[config.mk]
export PLATFORM = sky130hd
export DESIGN_NAME = pwm_carrier_gen
export DESIGN_NICKNAME = d
export VERILOG_FILES = /design/src/rtl/pwm_pkg.sv /design/src/rtl/pwm_shadow_regs.sv /design/src/rtl/pwm_carrier_gen.sv
export SDC_FILE = /design/constraint.sdc
export NUM_CORES = 1
export LEC_CHECK = 0
export CAP_MARGIN = 0
export CORE_MARGIN = 4
export CORE_UTILIZATION = 50
export DETAILED_ROUTE_END_ITERATION = 8
export PLACE_DENSITY_LB_ADDON = 0.25
export REMOVE_ABC_BUFFERS = 1
export SETUP_SLACK_MARGIN = 0.3
export SYNTH_ARGS = -nofsm -noshare
export SYNTH_HDL_FRONTEND = slang
export SYNTH_HIERARCHICAL = 1
export SYNTH_SLANG_ARGS = --single-unit
export TNS_END_PERCENT = 5
[constraint.sdc]
create_clock -name clk -period 7.4 [get_ports clk]
set_input_delay 1.85 -clock clk [delete_from_list [all_inputs] [get_ports clk]]
set_output_delay 1.85 -clock clk [all_outputs]
set_load 0.01 [all_outputs]
[src/rtl/pwm_pkg.sv]
// Shared definitions for the PWM carrier generator and the downstream dead-time stage.
package pwm_pkg;

  // Default counter/period/duty width, shared with the dead-time stage.
  localparam int PWM_N = 12;

  // Carrier alignment mode.
  typedef enum logic {
    PWM_EDGE   = 1'b0,
    PWM_CENTER = 1'b1
  } pwm_mode_e;

  // Carrier counter FSM encoding.
  typedef enum logic [1:0] {
    ST_IDLE = 2'd0,
    ST_UP   = 2'd1,
    ST_DOWN = 2'd2
  } pwm_state_e;

endpackage

[src/rtl/pwm_shadow_regs.sv]
// Double-buffered configuration register: one pending slot filled through a
// valid/ready handshake, copied into the active slot when 'apply' is high.
// Generic in width so it can also buffer the dead-time value.
module pwm_shadow_regs
  import pwm_pkg::*;
#(
  parameter int W = 8
) (
  input  logic         clk,
  input  logic         rst_n,
  input  logic         load_valid,
  output logic         load_ready,
  input  logic [W-1:0] load_data,
  input  logic         apply,
  output logic [W-1:0] act_data
);

  logic         pend_full_q, pend_full_d;
  logic [W-1:0] pend_q, pend_d;
  logic [W-1:0] act_q, act_d;
  logic         accept;
  logic         apply_now;

  assign load_ready = ~pend_full_q;
  assign act_data   = act_q;

  // Accept into the pending slot only when empty; drain it into active on apply.
  // Because acceptance needs an empty slot, an accept and an apply never
  // coincide, so an apply always moves the set that was already pending.
  always_comb begin
    accept      = load_valid & ~pend_full_q;
    apply_now   = apply & pend_full_q;
    pend_d      = pend_q;
    act_d       = act_q;
    pend_full_d = pend_full_q;
    if (apply_now) begin
      act_d       = pend_q;
      pend_full_d = 1'b0;
    end
    if (accept) begin
      pend_d      = load_data;
      pend_full_d = 1'b1;
    end
  end

  // Pending/active storage; reset discards any pending set.
  always_ff @(posedge clk or negedge rst_n) begin
    if (!rst_n) begin
      pend_full_q <= 1'b0;
      pend_q      <= '0;
      act_q       <= '0;
    end else begin
      pend_full_q <= pend_full_d;
      pend_q      <= pend_d;
      act_q       <= act_d;
    end
  end

endmodule

[src/rtl/pwm_carrier_gen.sv]
// Single-channel PWM carrier: free-running edge/center-aligned counter compared
// against a double-buffered duty value to give a raw PWM for the dead-time stage.
module pwm_carrier_gen
  import pwm_pkg::*;
#(
  parameter int N = PWM_N
) (
  input  logic         clk,
  input  logic         rst_n,
  input  logic         enable,
  input  logic         load_valid,
  output logic         load_ready,
  input  logic [N-1:0] period,
  input  logic [N-1:0] duty,
  input  logic         center_mode,
  output logic         pwm_out,
  output logic         period_start,
  output logic [N-1:0] cnt_out
);

  localparam int          CFG_W = 2 * N + 1;
  localparam logic [N-1:0] ONE  = {{(N-1){1'b0}}, 1'b1};

  logic [CFG_W-1:0] cfg_act;
  logic [N-1:0]     period_act;
  logic [N-1:0]     duty_act;
  pwm_mode_e        mode_act;
  logic             boundary;

  pwm_state_e   state_q, state_d;
  logic [N-1:0] cnt_q, cnt_d;
  logic         pwm_q, pwm_d;
  logic         pstart_q, pstart_d;

  pwm_shadow_regs #(
    .W(CFG_W)
  ) u_shadow (
    .clk        (clk),
    .rst_n      (rst_n),
    .load_valid (load_valid),
    .load_ready (load_ready),
    .load_data  ({period, duty, center_mode}),
    .apply      (boundary),
    .act_data   (cfg_act)
  );

  assign period_act = cfg_act[CFG_W-1 -: N];
  assign duty_act   = cfg_act[N:1];
  assign mode_act   = pwm_mode_e'(cfg_act[0]);

  assign pwm_out      = pwm_q;
  assign period_start = pstart_q;
  assign cnt_out      = cnt_q;

  // Next counter/state; 'boundary' marks the cycles where new settings may land
  // (counter wrapping to 0, or carrier stopped).
  always_comb begin
    state_d  = state_q;
    cnt_d    = cnt_q;
    boundary = 1'b0;
    if (!enable) begin
      state_d  = ST_IDLE;
      cnt_d    = '0;
      boundary = 1'b1;
    end else begin
      case (state_q)
        ST_IDLE: begin
          state_d = ST_UP;
          cnt_d   = '0;
        end
        ST_UP: begin
          if (period_act == '0) begin
            // Degenerate period: counter parks at 0 and every cycle restarts.
            cnt_d    = '0;
            boundary = 1'b1;
          end else if (cnt_q >= period_act) begin
            // Period 1 in center mode is just 0,1 -- no distinct down ramp.
            if (mode_act == PWM_CENTER && period_act > ONE) begin
              state_d = ST_DOWN;
              cnt_d   = cnt_q - ONE;
            end else begin
              cnt_d    = '0;
              boundary = 1'b1;
            end
          end else begin
            cnt_d = cnt_q + ONE;
          end
        end
        ST_DOWN: begin
          if (cnt_q <= ONE) begin
            state_d  = ST_UP;
            cnt_d    = '0;
            boundary = 1'b1;
          end else begin
            cnt_d = cnt_q - ONE;
          end
        end
        default: begin
          state_d = ST_IDLE;
          cnt_d   = '0;
        end
      endcase
    end
  end

  // Compare and period-start flags; gating with enable gives an abrupt stop.
  always_comb begin
    pwm_d    = enable & (state_q != ST_IDLE) & (cnt_q < duty_act);
    pstart_d = (state_d == ST_UP) & (cnt_d == '0);
  end

  // Carrier FSM, counter and registered outputs.
  always_ff @(posedge clk or negedge rst_n) begin
    if (!rst_n) begin
      state_q  <= ST_IDLE;
      cnt_q    <= '0;
      pwm_q    <= 1'b0;
      pstart_q <= 1'b0;
    end else begin
      state_q  <= state_d;
      cnt_q    <= cnt_d;
      pwm_q    <= pwm_d;
      pstart_q <= pstart_d;
    end
  end

endmodule

# Word-level counts from Yosys, hierarchy flattened
# Cells that the tools add are included.
totals:
  inputBits: 29
  elab_cells: 48
  ff_bits: 67
  out_inout_bits: 15
classes:
  mux: 20
  n_eq_ne: 3
  reduce_logical: 6
  magnitude_cmp: 4
  n_bitwise: 6
  addsub: 2
ops:
  columns: ["op", "count"]
  rows:
  - ["2-to-1 mux 12 bit", 5]
  - ["zero test 12 bit", 2]
  - ["one-hot mux 12 bit (2 select lines)", 1]
  - ["adder 12 x 1 -> 12 bit (second input constant)", 1]
  - ["greater-or-equal comparator 12 bit", 1]
  - ["greater-than comparator 12 x 1 -> 1 bit (second input constant)", 1]
  - ["less-or-equal comparator 12 x 1 -> 1 bit (second input constant)", 1]
  - ["less-than comparator 12 bit", 1]
  - ["subtractor 12 x 1 -> 12 bit (second input constant)", 1]
  - ["2-to-1 mux 2 bit", 5]
  - ["2-to-1 mux 1 bit", 7]
  - ["one-hot mux 2 bit (3 select lines)", 1]
  - ["AND 1 bit", 5]
  - ["equality test 2 x 1 -> 1 bit (second input constant)", 2]
  - ["nonzero test 2 bit", 2]
  - ["equality test 2 bit (second input constant)", 1]
  - ["zero test 2 bit", 1]
  - ["one-hot mux 1 bit (2 select lines)", 1]
  - ["logical AND 1 bit", 1]
  - ["NOT 1 bit", 1]

# Longest topological paths before layout
depth:
  depth_word: 10
  mapped_depth: 14
  mapped_depth_nobuf: 11

# By module
# The synthesis kept the hierarchy.
modules_own_cells:
  columns: ["mod", "instances", "seq_area_each_um2", "area_each_um2", "cells_per_inst"]
  rows:
  - ["pwm_shadow_regs", 1, 1276.2, 2003.2, 110]
  - ["pwm_carrier_gen", 1, 400.4, 1945.6, 238]

# Least setup slack after synthesis
# OpenSTA, ideal clock, no wires.
synth_timing:
  path_type: "input to register"
  startpoint: "input port enable"
  endpoint: "register pstart_q, in the netlist period_start"
  t_arrival_ns: 3.256
  slack_ns: 4.048
  required_ns: 7.304
  stages: 7
  n_path_buf: 0
  setup_ns: 0.096
  path_cell_list: "nand2_2 nor2_1 nand2_1 o22ai_1 or3b_1 or4_1 nor4_2"
synth_via:
  elab_chain_len: 3
  elab_cells_between_ends: 5
  classes_between: "eq/ne (1); mux (2); bitwise (1); reduce/logical (1)"
synth_lines:
  columns: ["element", "line", "rtl"]
  rows:
  - ["start, declared", "pwm_carrier_gen.sv:10", "input logic enable,"]
  - ["2-to-1 mux 12 bit", "pwm_carrier_gen.sv:61", "if (!enable) begin"]
  - ["via cnt_d[10]", "pwm_carrier_gen.sv:31", "logic [N-1:0] cnt_q, cnt_d;"]
  - ["zero test 12 bit", "pwm_carrier_gen.sv:109", "pstart_d = (state_d == ST_UP) & (cnt_d == '0);"]
  - ["AND 1 bit", "pwm_carrier_gen.sv:109", null]
  - ["via pstart_d", "pwm_carrier_gen.sv:33", "logic pstart_q, pstart_d;"]
  - ["end signal, assigned", "pwm_carrier_gen.sv:123", "pstart_q <= pstart_d;"]
  - ["end, declared", "pwm_carrier_gen.sv:33", null]
# The timed path passes the listed nets, and every way through them passes these cells.
# A chain may end at the register's enable or synchronous reset.

# Final worst setup path
layout_timing:
  startpoint: "input port enable"
  endpoint: "register pstart_q, in the netlist period_start"
layout_via:
  elab_chain_len: 3
  elab_cells_between_ends: 5
  classes_between: "eq/ne (1); mux (2); bitwise (1); reduce/logical (1)"
layout_lines:
  columns: ["element", "line"]
  rows:
  - ["2-to-1 mux 12 bit / 2-to-1 mux 2 bit (equally long branches)", "pwm_carrier_gen.sv:61"]
  - ["zero test 12 bit / equality test 2 x 1 -> 1 bit (equally long branches)", "pwm_carrier_gen.sv:109"]
  - ["AND 1 bit (*)", "pwm_carrier_gen.sv:109"]
  - ["via pstart_d", "pwm_carrier_gen.sv:33"]
# Mark *: on every way through the listed nets, which the timed path passes. The rest lies on a longest branch.

==> results.md <==
* Status: completed
* CP top delay family: simple AND/OR/NAND/NOR gates
* Post-Place Worst Slack at 3.24 ns
* 1st-pass router iterations at 4
* Clk pin slew, worst setup/hold paths at 0.07 ns
* Synth Register Bits at 67
* Max_cap viols at 0
* I/O Pins at 44
* Slew Viols, Final at 0
* CP Launch Type: input port
* Fillcell total at 658
* CP Data Arrival Time at 4.06 ns
* Vias at 2799
* Commonest non-fill, non-tap cells in the layout: dfrtp_1, clkdlybuf4s50_1, inv_1, mux2_2, ha_1
* Commonest non-fill, non-tap cell in the layout: dfrtp_1
* GRT busiest layer: met2
* Setup Fix Bufs, Post-CTS at 0
* Syn. warnings at 6
* Unrepaired setup endpoints after global routing: no
* Maximum clock rate at 261 MHz
* Asr flop ratio synth at 1.00
* Crit-path max FO at 9
* Vias in the first global route at 2774
* Post-synth EDFFs at 0
* Top_reg_cell synth: dfrtp_1
* Util after Layout at 0.604
* DRT iter0 DRCs at 119
* Die ar. at 9380 um2
* CTS buffer count at 9
* CP max stage cell: clkdlybuf4s50_1
* Leakage at 2.22 nW
* Unique masters post-synth at 59
* CTS tree: done
* Crit-path cells: clkdlybuf4s50_1, nand2_2, nor2_1, nand2_1, o221a_2, o22ai_1, or4_1, nor4_2
* Final hold vios at 0
* Initial antenna violation count at 0
* Worst Hold Margin at 0.508 ns
* Worst Hold Class: reg2reg
* Met2 GRT Util at 0.294
* Worst setup EP type: flip-flop
* Layout cell share with drive strength beyond 1 at 0.217
* Avg WL per Cell at 16.7 um
* Core ar. at 7690 um2
* Post-cts sizing count at 0
* Post-synthesis sequential area ratio at 0.425
* Final Wtd Congestion at 0.845
* WL final at 8.33 mm
* DIE WIDTH at 96.9 um
* Final HPWL DP at 5.94 mm
* Nets at 451
* Peak supply drop at 0.176 mV
* M3 GR Usage at 0.0404
* Final setup margin at 3.57 ns
* Total negative setup slack at 0 ns
* Crit path time final at 3.83 ns
* GRT overflow at 0
* Clock Latency Late Sink at 0.36 ns
* Initial core utilization at 0.514
* Vias per cell at 5.61
* Skew final at 0.0122 ns
* Largest net degree at the start of global routing at 68
* H-tree depth at 3
* First-pass GRT wire length at 13.9 mm
* Power per standard cell area at 254 nW/um2
* Vert. Die Dim at 96.9 um
* Worst slew margin at 0.384
* CTS Buffer Depth at 2
* Clock sinks at 67
* Buf/Inv on CP at 1
* Num rows at 32
* Post-route DRC at 0
* Area grow syn2layout at 17.7%
* GR Util All Layers at 0.186
* Tot Pwr at 0.00118 W
* PortBufs at 43
* Worst EP required at 7.64 ns
* Post-Syn Area per Cell at 11.3 um2
* Ant diodes at 0
* Syn Inst Count at 348
* Slew of the pin with the lowest slew margin at 0.922 ns
* Met1 Use GR at 0.255
* CTS Hold Bufs at 0
* Syn Std Cell Area at 3950 um2
* Routed Antenna Nets at 0
* Critical path type: in2reg
* Root Buffer: clkbuf_8
* Worst path max stage delay at 0.59 ns
* Final worst-path cycle share at 0.517
* Final setup viols at 0
per-layer routing:
metal | up-vias | part of all wire
li1 | 1352 | -
met1 | 1368 | 0.45
met2 | 68 | 0.48
met3 | 11 | 0.046
met4 | 0 | 0.016
met5 | - | 0
layout make-up:
class	instances	area [um2]	share of cell area
Clock buffer	10	138	0.0296
Clock inverter	6	87.6	0.0188
Inverter	34	128	0.0275
Multi-Input combinational cell	235	2050	0.441
Sequential cell	67	1680	0.361
Tap cell	102	128	0.0275
Timing Repair Buffer	45	440	0.0948
cell usage after synthesis (all sizes together), types with 4 or more instances:
cell type  instances  area (um2)
dfrtp             67        1680
mux2              51         646
inv               34         128
ha                30         375
nor2              16        60.1
nand2             15        61.3
o21ai             11        55.1
nand3             10        55.1
buf                9        97.6
a21oi              8        40.0
nor4               7        71.3
a21o               6        45.0
a31oi              6        37.5
xor2               6        52.6
and3               5        31.3
nand2b             5        31.3
nor3               5        25.0
a221oi             4        41.3
o22ai              4        25.0
or4                4        37.5
power breakdown:
part | switching, W | total, W | internal, W
logic | 0.000138 | 0.000306 | 0.000168
clock network | 0.000147 | 0.000346 | 0.000199
registers | 0.0000665 | 0.000530 | 0.000463
registers in the layout (all words and copies together) (netlist names):
name / flops
period_start: 1
u_shadow/act_data: 25
u_shadow/pend_full_q: 1
u_shadow/pend_q: 25
state_q: 2
cnt_out: 12
pwm_out: 1
kinds of logic after synthesis:
| kind of cell | count (synthesis) | share of synthesized area |
|---|---|---|
| adders and majority gates | 30 | 0.0951 |
| buffers and inverters | 46 | 0.0599 |
| muxes | 53 | 0.169 |
| and+or+nand+nor | 80 | 0.119 |
| xor gates and xnor gates | 9 | 0.0200 |
| DFF | 67 | 0.425 |
| AOI/OAI and AO/OA | 63 | 0.113 |
per-stage QoR:
stage,cells,instance area [um2]
CTS,499,4650
finish,499,4650
detailed placement,483,4420
global route,499,4650
global placement,483,4420
floorplan,336,3840
final timing paths:
kind | cells past startpoint | end | slack, ns | start
worst max register to register | 11 | period_start | 3.77 | cnt_out[7]
worst min-delay path | 1 | u_shadow/act_data[10] | 0.51 | u_shadow/act_data[10]
max in group asynchronous | 2 | cnt_out[10] | 5.15 | rst_n
worst min register to register | 1 | u_shadow/act_data[10] | 0.51 | u_shadow/act_data[10]
min in group asynchronous | 2 | u_shadow/act_data[1] | 1.67 | rst_n
worst max-delay path | 8 | period_start | 3.57 | enable
Note: power is estimated with default switching activity, not from simulation.
